## src/rtl/clock_set_controller.sv

```systemverilog
// clock_set_controller: mode/inc/dec/cancel editor that loads a BCD hh:mm:ss value into a 24-hour clock
module clock_set_controller (
  input  logic        clk,
  input  logic        reset_n,
  input  logic        mode,
  input  logic        inc,
  input  logic        dec,
  input  logic        cancel,
  input  logic [23:0] time_out,
  output logic        set_time,
  output logic [23:0] time_in,
  output logic        editing,
  output logic [1:0]  edit_field
);
  typedef enum logic [2:0] {RUN, SET_HR, SET_MIN, SET_SEC, LOAD} state_t;
  state_t      state_q, state_d;
  logic [23:0] edit_q, edit_d;
  logic [7:0]  fld, fld_max, fld_new;
  function automatic logic [7:0] bcd_step(input logic [7:0] v, input logic [7:0] mx, input logic up);
    if (up) return v == mx ? 8'h00 : v[3:0] == 4'd9 ? {v[7:4] + 4'd1, 4'd0} : {v[7:4], v[3:0] + 4'd1};
    return v == 8'h00 ? mx : v[3:0] == 4'd0 ? {v[7:4] - 4'd1, 4'd9} : {v[7:4], v[3:0] - 4'd1};
  endfunction
  always_comb begin
    fld     = state_q == SET_HR ? edit_q[23:16] : state_q == SET_MIN ? edit_q[15:8] : edit_q[7:0];
    fld_max = state_q == SET_HR ? 8'h23 : 8'h59;
    fld_new = bcd_step(fld, fld_max, inc);
    state_d = state_q;
    edit_d  = edit_q;
    case (state_q)
      RUN: if (mode) begin
        state_d = SET_HR;
        edit_d  = time_out;
      end
      LOAD: state_d = RUN;
      default:
        if (cancel) state_d = RUN;
        else if (mode) state_d = state_q == SET_HR ? SET_MIN : state_q == SET_MIN ? SET_SEC : LOAD;
        else if (inc ^ dec)
          edit_d = state_q == SET_HR  ? {fld_new, edit_q[15:0]} :
                   state_q == SET_MIN ? {edit_q[23:16], fld_new, edit_q[7:0]} :
                                        {edit_q[23:8], fld_new};
    endcase
  end
  always_ff @(posedge clk or negedge reset_n)
    if (!reset_n) begin
      state_q <= RUN;
      edit_q  <= 24'h000000;
    end else begin
      state_q <= state_d;
      edit_q  <= edit_d;
    end
  assign set_time   = state_q == LOAD;
  assign editing    = state_q == SET_HR || state_q == SET_MIN || state_q == SET_SEC;
  assign edit_field = editing ? state_q[1:0] : 2'd0;
  assign time_in    = edit_q;
endmodule

```

## config.mk

```make
export PLATFORM = sky130hd
export DESIGN_NAME = clock_set_controller
export DESIGN_NICKNAME = d
export VERILOG_FILES = /design/src/rtl/clock_set_controller.sv
export SDC_FILE = /design/constraint.sdc
export NUM_CORES = 1
export LEC_CHECK = 0
export BUFFER_PORTS_ARGS = -buffer_cell sky130_fd_sc_hd__buf_2
export CORE_MARGIN = 2
export CORE_UTILIZATION = 50
export DETAILED_ROUTE_END_ITERATION = 10
export HOLD_SLACK_MARGIN = 0.05
export MAX_ROUTING_LAYER = met4
export PLACE_DENSITY_LB_ADDON = 0.08
export SLEW_MARGIN = 20
export SYNTH_ARGS = -nofsm -noshare
export SYNTH_HDL_FRONTEND = slang
export SYNTH_SLANG_ARGS = --single-unit
```

## constraint.sdc

```tcl
create_clock -name clk -period 3.5 [get_ports clk]
set_input_delay 0.875 -clock clk [delete_from_list [all_inputs] [get_ports clk]]
set_output_delay 0.875 -clock clk [all_outputs]
set_load 0.005 [all_outputs]
```

==> impl_metrics.toml <==
[synth]
synth_top_family_by_area = "compound AO/OA/AOI/OAI gates"
synthMuxAreaShare = 0.0224
synth_xor_area_frac = 0.0235
yosys_warnings = 0
synth_area_leaders = "dfrtp_1, nor2_1, a21oi_1"
synth_cells = 287
ys_seq_elements = 27
ys.flop_type = "dfrtp_1"
yosysTopAreaCellShare = 0.303
ys_seq_area_frac = 0.303
ys_types = 55
synth_largest_area_cell = "dfrtp_1"
synth_edf_count = 0
synth_fa_ha_area_frac = 0.0336
synth_fp_nets = 323
syn_area_um2 = 2230
avgSynthCellArea_um2 = 7.78
synthSimpleGateAreaFrac = 0.228
synth-compound-area-share = 0.319
synthArstFlopShare = 1.00

[sta]
finalHoldViolations = 0
worst_slack_ns = 0.335
hold_ws_ns = 0.536
relSlewSlack = 0.578
fin_skew_ns = 0.00428
rsz0062_at_grt = "no"
timing.setup.tns_ns = 0
slew_violations = 0
worstMarginPinSlew_ns = 0.633
fin_crit_sh = 0.904
fmax_mhz = 316
finalSetupViolCount = 0
fin_crit_ns = 3.17

[clock_network]
cts_buffer_depth = 2
cts_htree_levels = 1
cts_setup_buffers = 0
cts_tree = "built"
clock_sinks = 27
clk_latency_ns = 0.28
ctsResizeCount = 0
cts_root_buf = "clkbuf_8"
numCtsBuffers = 3
cts.clk_slew.worst_paths_ns = 0.10
hold_buffers = 0

[worst_setup_path]
worstPathRequired_ns = 3.66
r2r_start = "state_q[1]"
start_kind = "flip-flop"
worstRegToRegCells = 9
reg2reg_slack_ns = 0.33
cp.arrival_ns = 3.32
r2r-end = "time_in[4]"
path_max_fanout = 14
critPathCaptureType = "flip-flop"
crit_type = "flip-flop to flip-flop"

[drt]
postRouteAntennaNets = 0
routedWlPerCell_um = 17.3
drt_wl_total_mm = 6.80
via_per_inst = 6.12
drc = 0
drt_iter0_drc = 260
first_pass_iters = 5
dr_total_vias = 2400

[pwr]
total_power_mw = 1.66
p_leak_nw = 1.19
vdd_ir_drop_max_uv = 276
p_per_area_nw_per_um2 = 635

[grt]
overflow = 0
grt_max_degree = 28
grt_pass1_wl_mm = 10.6
globalRouteTotalUtil = 0.275
first_global_vias = 2050
antenna_found_initial = 0

[placed_design]
gp_congestion = 0.932
dp_cells = 387
portBuffers = 57
dp_hpwl_mm = 4.98
preCtsSetupSlack_ns = 0.419

[flow_run]
cap_violations = 0

[finish]
area_growth_pct = 17.2
layout.nets = 377
final_cells = 392
num_antenna_cells = 0
drive_above_1_share = 0.244
fillers = 401

[floorplan]
ios = 58
initial_core_util = 0.516
fp.coreArea_um2 = 4320
die_h_um = 70.8
dieArea_um2 = 5020
fp-row-count = 24
die_w_um = 70.8

[min_path]
hold_depth = 2
hold_path_class = "flip-flop to flip-flop"
worstHoldStart = "time_in[2]"
holdPathEnd = "time_in[2]"

[status]
outcome = "complete, no violations"
-- where the power goes --
group          internal [mW]  switching [mW]
logic                  0.403           0.543
clock network         0.0801           0.109
registers              0.406           0.123
-- area by class of cell --
cell class / count / area, um^2 / area share
multi-input combinational: 227 / 1400 / 0.536
clock inverter: 1 / 5.00 / 0.00191
tap: 52 / 65.1 / 0.0249
clock buffer: 3 / 41.3 / 0.0158
timing repair buffer: 69 / 373 / 0.142
inverter: 13 / 53.8 / 0.0206
sequential: 27 / 676 / 0.258
-- cells in the mapped netlist (5+ instances only) --
library cell  number
ha_1               6
buf_2              9
nand2b_1           5
a21oi_1           25
clkbuf_1           6
dfrtp_1           27
nand2_1           30
inv_1             11
nor2_1            41
a22oi_1            5
nor3_1            11
o221ai_1           9
mux2i_1            5
o21ai_0           10
o22ai_1           12
-- worst max-delay path by stage --
stage | startpoint | endpoint | slack, ns
floorplan | mode | time_in[21] | 0.95
global placement | state_q[0] | time_in[1] | 0.48
detailed placement | state_q[1] | time_in[4] | 0.42
CTS | state_q[1] | time_in[4] | 0.39
global route | state_q[1] | time_in[4] | 0.12
finish | state_q[1] | time_in[4] | 0.33
-- through the flow --
step / area (um^2) / utilization
2_1_floorplan: 2230 / -
3_3_place_gp: 2570 / 0.593
4_1_cts: 2610 / 0.604
5_1_grt: 2620 / 0.605
3_5_place_dp: 2570 / 0.593
6_report: 2620 / 0.605
-- cells in the final DEF (no fill, tap or decap), types with 3 or more instances in the layout --
cell and count:
a211oi_1 3, a21oi_1 25, a221oi_1 4, a22oi_1 5
a31oi_1 4, buf_2 58, buf_4 11, clkbuf_8 3
dfrtp_1 27, ha_1 6, inv_1 11, mux2i_1 5
nand2_1 30, nand2b_1 5, nand4_1 3, nor2_1 41
nor3_1 10, o211ai_1 4, o21a_1 3, o21ai_0 10
o221ai_1 9, o22a_1 3, o22ai_1 12, o32ai_1 3
or3_1 3, xnor2_1 4
-- metal layers --
layer	part of all wire	routed length, um	track usage
met5	0	0	-
met3	0.082	559	0.0385
met1	0.47	3210	0.410
met4	0.0090	61	0.0608
met2	0.44	2970	0.400
-- flip-flops by register name (all words and copies together) (netlist names) --
signal / flops
time_in: 24
state_q: 3
-- critical path, cell delays in order (launching register included) --
cell      delay [ns]
dfrtp_1         0.68
nand2b_1        0.22
o32ai_1         0.26
or3_1           0.34
ha_1            0.26
and3_1          0.41
and4_4          0.31
a211oi_1        0.06
a31oi_1         0.33
o221ai_1        0.16
-- cell families (layout without fill, tap and decap cells) --
| logic type | count (synthesis) | count (layout) |
|---|---|---|
| multiplexers | 5 | 5 |
| buffers and inverters | 33 | 86 |
| flip-flops | 27 | 27 |
| adder cells (fa/ha/maj) | 6 | 6 |
| AO/OA/AOI/OAI | 101 | 101 |
| XOR/XNOR | 6 | 6 |
| AND/OR/NAND/NOR | 109 | 109 |
Power figures use the tool's default switching activity.
